==> src/rtl/p4_user_extern_initiator.sv <==
`timescale 1ns/1ps
// Credit-limited request initiator for a P4 user extern: registered issue path,
// in-order response FIFO (first-word-fall-through) and a response timeout.
module p4_user_extern_initiator #(
  parameter int unsigned REQ_DATA_BITS   = 160,
  parameter int unsigned RESP_DATA_BITS  = 16,
  parameter int unsigned MAX_OUTSTANDING = 4,
  parameter int unsigned TIMEOUT_CYCLES  = 1024
) (
  input  logic                                     clk,
  input  logic                                     sresetn,
  input  logic [REQ_DATA_BITS-1:0]                 req_tdata,
  input  logic                                     req_tvalid,
  output logic                                     req_tready,
  output logic [REQ_DATA_BITS-1:0]                 ue_out_data,
  output logic                                     ue_out_valid,
  input  logic [RESP_DATA_BITS-1:0]                ue_in_data,
  input  logic                                     ue_in_valid,
  output logic [RESP_DATA_BITS-1:0]                resp_tdata,
  output logic                                     resp_tvalid,
  input  logic                                     resp_tready,
  output logic [$clog2(MAX_OUTSTANDING+1)-1:0]     outstanding,
  output logic                                     timeout_err,
  output logic                                     spurious_err
);

  localparam int unsigned OW    = $clog2(MAX_OUTSTANDING + 1);
  localparam int unsigned SW    = OW + 1;
  localparam int unsigned PW    = (MAX_OUTSTANDING > 1) ? $clog2(MAX_OUTSTANDING) : 1;
  localparam int unsigned DEPTH = 2 ** PW;
  localparam int unsigned TW    = $clog2(TIMEOUT_CYCLES);

  logic                      active_q;
  logic [OW-1:0]             out_q, out_d;
  logic [OW-1:0]             cnt_q, cnt_d;
  logic [PW-1:0]             wr_ptr_q, wr_ptr_d;
  logic [PW-1:0]             rd_ptr_q, rd_ptr_d;
  logic [TW-1:0]             tcnt_q, tcnt_d;
  logic [RESP_DATA_BITS-1:0] mem_q [DEPTH];
  logic                      hs, acc, spur, rd, tmo;

  function automatic logic [PW-1:0] ptr_inc(input logic [PW-1:0] p);
    return (p == PW'(MAX_OUTSTANDING - 1)) ? '0 : p + PW'(1);
  endfunction

  // Credits cover both unanswered requests and responses still parked in the FIFO.
  assign req_tready  = active_q && ((SW'(out_q) + SW'(cnt_q)) < SW'(MAX_OUTSTANDING));
  assign resp_tvalid = (cnt_q != '0);
  assign resp_tdata  = mem_q[rd_ptr_q];
  assign outstanding = out_q;

  // Next-state computation
  always_comb begin
    hs       = req_tvalid && req_tready;
    acc      = ue_in_valid && (out_q != '0);
    spur     = ue_in_valid && (out_q == '0);
    rd       = resp_tvalid && resp_tready;
    tmo      = (out_q != '0) && !acc && (tcnt_q == TW'(TIMEOUT_CYCLES - 1));
    out_d    = out_q + OW'(hs) - OW'(acc);
    cnt_d    = cnt_q + OW'(acc) - OW'(rd);
    wr_ptr_d = wr_ptr_q;
    rd_ptr_d = rd_ptr_q;
    tcnt_d   = tcnt_q + TW'(1);
    if (tmo) begin
      out_d = hs ? OW'(1) : '0;
    end
    if (tmo || acc || (out_q == '0)) begin
      tcnt_d = '0;
    end
    if (acc) begin
      wr_ptr_d = ptr_inc(wr_ptr_q);
    end
    if (rd) begin
      rd_ptr_d = ptr_inc(rd_ptr_q);
    end
  end

  // State and output registers
  always_ff @(posedge clk) begin
    if (!sresetn) begin
      active_q     <= 1'b0;
      out_q        <= '0;
      cnt_q        <= '0;
      wr_ptr_q     <= '0;
      rd_ptr_q     <= '0;
      tcnt_q       <= '0;
      ue_out_valid <= 1'b0;
      ue_out_data  <= '0;
      timeout_err  <= 1'b0;
      spurious_err <= 1'b0;
      for (int i = 0; i < int'(DEPTH); i++) begin
        mem_q[i] <= '0;
      end
    end else begin
      active_q     <= 1'b1;
      out_q        <= out_d;
      cnt_q        <= cnt_d;
      wr_ptr_q     <= wr_ptr_d;
      rd_ptr_q     <= rd_ptr_d;
      tcnt_q       <= tcnt_d;
      ue_out_valid <= hs;
      timeout_err  <= tmo;
      spurious_err <= spur;
      if (hs) begin
        ue_out_data <= req_tdata;
      end
      if (acc) begin
        mem_q[wr_ptr_q] <= ue_in_data;
      end
    end
  end

  // A write into a full FIFO with no simultaneous read would lose a response.
  fifo_overflow_a : assert property (@(posedge clk) disable iff (!sresetn)
    !(acc && !rd && (cnt_q == OW'(MAX_OUTSTANDING))));

endmodule

==> config.mk <==
export PLATFORM = sky130hd
export DESIGN_NAME = p4_user_extern_initiator
export DESIGN_NICKNAME = d
export VERILOG_FILES = /design/src/rtl/p4_user_extern_initiator.sv
export SDC_FILE = /design/constraint.sdc
export NUM_CORES = 1
export LEC_CHECK = 0
export ABC_AREA = 0
export BUFFER_PORTS_ARGS = -buffer_cell sky130_fd_sc_hd__buf_2
export CAP_MARGIN = 40
export CORE_AREA = 3 3 141 143
export CTS_BUF_LIST = sky130_fd_sc_hd__clkbuf_8
export CTS_CLUSTER_DIAMETER = 60
export DETAILED_ROUTE_END_ITERATION = 6
export DIE_AREA = 0 0 144 146
export GPL_TIMING_DRIVEN = 0
export PLACE_DENSITY_LB_ADDON = 0.12
export RECOVER_POWER = 100
export SKIP_LAST_GASP = 1
export SYNTH_ARGS = -nofsm -noshare
export SYNTH_HDL_FRONTEND = slang
export SYNTH_SLANG_ARGS = --single-unit
==> constraint.sdc <==
create_clock -name clk -period 4.4 [get_ports clk]
set_input_delay 0.22 -clock clk [delete_from_list [all_inputs] [get_ports clk]]
set_output_delay 0.22 -clock clk [all_outputs]
set_load 0.1 [all_outputs]
* Yosys cells after proc, flatten, opt, wreduce, memory -nomap -nowiden
Memory sizes are Yosys's and may differ from the RTL's. A register that Yosys moved wholly into a read port is not among the register bits.
Cells that the tools add are included.
** Word-level totals
- Register bits after elaboration :: 184
- Bits in writable memories :: 64
- Input bits :: 181
- Output and inout bits :: 184
- Word-level logic and storage cells :: 53
- Memories kept :: 1
** Operators by class
- Add/sub/neg operators :: 8
- Magnitude comparators :: 1
- Equality and inequality tests :: 3
- Multiplexer cells :: 14
- Bitwise logic cells :: 1
- Reduce and logical (&&, ||, !) cells :: 15
** Memory list
- mem_q :: words 4, bits a word 16, rd ports 1, clocked after memory_dff 1, write ports 4, line 39 : logic [RESP_DATA_BITS-1:0] mem_q [DEPTH];
** Operators with widths (count)
- $mux 16 :: 1
- $reduce_or 16->1 :: 1
- $add 10x1->10 const B :: 1
- $eq 10x10->1 const B :: 1
- $mux 2 :: 5
- $logic_and 1x1->1 :: 7
- $mux 1 :: 7
- $add 3x1->3 :: 2
- $reduce_bool 3->1 :: 2
- $sub 3x1->3 :: 2
- $add 2x1->2 const B :: 2
- $add 3x3->4 :: 1
- $eq 2x2->1 const B :: 2
- $lt 4x3->1 const B :: 1
- $logic_not 3->1 :: 1
- $mux 3 :: 1
- $logic_or 1x1->1 :: 2
- $reduce_or 2->1 :: 1
- $logic_not 1->1 :: 1
- $not 1->1 :: 1

* Longest topological paths before layout
- Word-level depth :: 8
- Mapped depth :: 13
- Depth with buffers taken out :: 11

* Least setup slack after synthesis
OpenSTA, ideal clock, no wires.
- Path type :: register to register
- From :: reg out_q[2] (netlist: outstanding[2])
- To :: reg out_q[2] (netlist: outstanding[2])
- Setup time :: 0.115 ns
- Arrival time :: 3.475 ns
- Required time :: 4.285 ns
- Slack :: 0.810 ns
- Cell stages (with the launch flop) :: 14
- Buffers on the path :: 2
- Clock period less this slack :: 3.590 ns
- Cell sequence :: dfxtp_1 ha_1 nor4b_2 and3_1 buf_4 inv_2 buf_2 ha_1 inv_1 ha_1 fa_1 xor2_1 xnor2_1 and3_1
** On the way
- Longest elaborated chain between the ends :: 7
- Elaborated cells between the ends (all ways) :: 12
- Classes of those cells :: add/sub (3); order compare (1); mux (1); reduce/logical (7)
** RTL lines
- start, declared :: line 34 : logic [OW-1:0] out_q, out_d;
- start signal, assigned :: line 96 : out_q <= out_d;
- $add 3x3->4 :: line 47 : assign req_tready = active_q && ((SW'(out_q) + SW'(cnt_q)) < SW'(MAX_OUTSTANDING));
- $lt 4x3->1 :: line 47
- $logic_and 1x1->1 :: line 47
- $logic_and 1x1->1 :: line 54 : hs = req_tvalid && req_tready;
- $add 3x1->3 :: line 59 : out_d = out_q + OW'(hs) - OW'(acc);
- $sub 3x1->3 :: line 59
- $mux 3 (*) :: line 64 : if (tmo) begin
Mark *: on every way between the ends. The rest lies on a longest branch, timed or not.
A chain may end at the register's enable or synchronous reset.

* Final worst setup path
Ends and elaborated chain as after synthesis.

==> metrics.txt <==
initial antenna violation count 2; wire length of the first global-routing pass 50500 um; cell area after layout 0.0139 sq mm; f_max 286 MHz; post-synthesis sequential element count 250; nature of the critical path startpoint flip-flop; Primary FF master, synth dfxtp_1; hold violation total from the final report 0; starting utilization of the core area 50.4%; worst hold-check path type input pin to flip-flop; worst voltage drop across the vdd grid 386 uV; wire length per cell 18.2 um; Mapped Cells 975; layout cells sized above 1 17.0%; global routing usage summed across all routing layers 30.5%; worst-case setup slack after placement 1320 ps; required time at the worst-slack endpoint 4820 ps; placed insts 1577; outcome complete, no violations; via count of the first global-routing pass 9786; standard-cell row count 50; Post-Syn Nets 1167; Die Footprint 0.0210 sq mm; Final setup viols 0; area of combinational cells with multiple inputs 0.00336 sq mm; final weighted congestion of routability-driven global placement 0.975; Worst Clk Skew 18.3 ps; number of input and output port buffers inserted 364; fin crit share 79.4%; maximum count of clock buffers along a single path 3; 1st-iter DRT viols 458; register area share after synthesis 59.8%; largest fanout on the critical path 10; static leakage 5.46 nW; Synthesis Warnings 0; CTS tree built; reg2reg path depth 13; aggregate negative setup slack 0 ps; Critical Path End Type flip-flop; slew at the pin closest to its max-slew limit 1370 ps; unrepaired setup endpoints after global routing false; layout-stage area growth over the synthesis result 47.0%; number of vias after detailed routing 9495; sinks on the clock net 250; fin cells 1833; I/O pin total 365; number of synthesized flops with an enable pin 64; Synth async-reset ratio 0%; fraction of post-synthesis cell area in the top cell type by area 39.5%; maxcap violations 0; placeable core region 0.0187 sq mm; pin count of the biggest net entering global routing 14; area taken by flip-flops and latches 0.00565 sq mm; horizontal die dimension 144 um; headroom to the max-slew limit 8.80%; final worst path period need 3500 ps; H-tree depth 2; post-DP HPWL 20900 um; PnR worst setup slack 905 ps; power per unit of standard cell area 603 mW/mm^2; worst hold margin 28.8 ps; Net count, final 1756; die boundary height 146 um; Synth Cell Area 0.00943 sq mm; post-synth top area cell dfxtp_1; TritonCTS buffer count 42; synthesized area per cell 9.68 sq um; cell types with the largest area share after synthesis dfxtp_1 (39%), edfxtp_1 (20%), nand2_1 (13%), a21oi_1 (8.6%), and2_1 (4.5%); total routed wirelength 33300 um; Final Core Density 74.2%; fillers 1389; DRT antenna net count 0; distinct cell type count after synthesis 32; library cell used as clock root buffer clkbuf_8; clock transition time at the flip-flop clock pins of the worst setup and hold paths 60 ps; type of the setup path with the least slack flip-flop to flip-flop; final total power 8.37 mW; total gr overflow 0; total count of max-transition violations in the final report 0; DRT Pass-1 Iters 5; number of stages on the worst hold path 2; worst skew pair latency 520 ps; data arrival at the endpoint of the critical path 3920 ps; detailed-route DRC error count 0; placed instance area 0.0116 sq mm; number of vias per cell 5.18
[per-layer routing]
metal	global-route usage (%)	wire length, um
met1	33.7	12000
met4	18.4	2200
met5	0	0
met2	51.1	16000
met3	9.00	3050
[critical path, cell delays in order (launching register included)]
cell,delay [ps]
dfxtp_1,400
ha_1,250
nor4b_1,310
and3_1,210
clkbuf_1,360
inv_1,260
buf_2,260
ha_1,290
inv_1,40
ha_1,180
fa_1,380
xor2_1,160
xnor2_1,130
and3_1,170
[area by class of cell]
class | count | share of cell area [%]
clock inverters | 25 | 1.12
repair buffers | 545 | 24.4
clock buffers | 52 | 5.16
inverters | 12 | 0.325
flip-flops and latches | 250 | 40.7
well taps | 234 | 2.11
diodes | 2 | 0.0361
plain buffers | 63 | 1.96
multi-input cells | 650 | 24.2
[layout by cell type, fill, tap and decap left out, types with 5 or more instances in the layout]
master         Yosys  layout
buf_2             25     191
mux4_2            16      16
dfxtp_1          186     186
ha_1               9       9
dlygate4sd3_1      0     177
edfxtp_1          64      64
nor2_1            18      18
clkinv_2           0       7
clkbuf_8           0      52
nand2_1          332     332
and2_1            68      23
clkinv_1           0       6
inv_1             11      22
a21oi_1          163     163
and2_0             0      45
clkbuf_1          24     237
nand3_1            5       5
xnor2_1            8       8
[registers in the layout, summed over array words and instances (netlist names), named ones only]
signal        count
timeout_err       1
tcnt_q           10
ue_out_valid      1
outstanding       3
rd_ptr_q          2
ue_out_data     160
spurious_err      1
cnt_q             3
wr_ptr_q          2
active_q          1
mem_q            64
[path summary, 6_finish.rpt]
check | end | slack [ps] | from
worst max-delay path | outstanding[2] | 900 | outstanding[2]
worst min-delay path | mem_q[0][15] | 30 | ue_in_data[15]
worst max register to register | outstanding[2] | 900 | outstanding[2]
worst min register to register | tcnt_q[0] | 450 | tcnt_q[0]
[what timing repair did]
item | in CTS | in global routing
resized for setup | 0 | 0
hold buffers | 177 | 0
buffers inserted | 0 | 0
endpoints found under the hold margin | 215 | 0
[synthesized netlist by cell type, types with 2 or more instances]
library cell  number
nand2_1          332
dfxtp_1          186
a21oi_1          163
and2_1            68
edfxtp_1          64
buf_2             25
clkbuf_1          24
nor2_1            18
mux4_2            16
inv_1             11
ha_1               9
xnor2_1            8
buf_4              7
buf_6              5
nand3_1            5
and3_1             4
nand2b_1           4
xor2_1             4
or3_1              3
clkbuf_2           2
fa_1               2
mux2i_1            2
nand4_1            2
nor3_1             2
nor3b_4            2
[cells by family after synthesis]
family | synth area share (%)
and+or+nand+nor | 20.7
AOI/OAI and AO/OA | 8.70
xor gates and xnor gates | 1.11
buffers and inverters | 4.02
muxes | 4.03
DFF | 59.8
adders and majority gates | 1.62
[power by group]
part / switching, mW / total, mW / internal (mW)
Clock: 0.939 / 2.13 / 1.19
Sequential: 0.156 / 2.82 / 2.66
Combinational: 2.79 / 3.43 / 0.634
Total: 3.89 / 8.37 / 4.48
Power figures use the tool's default switching activity.
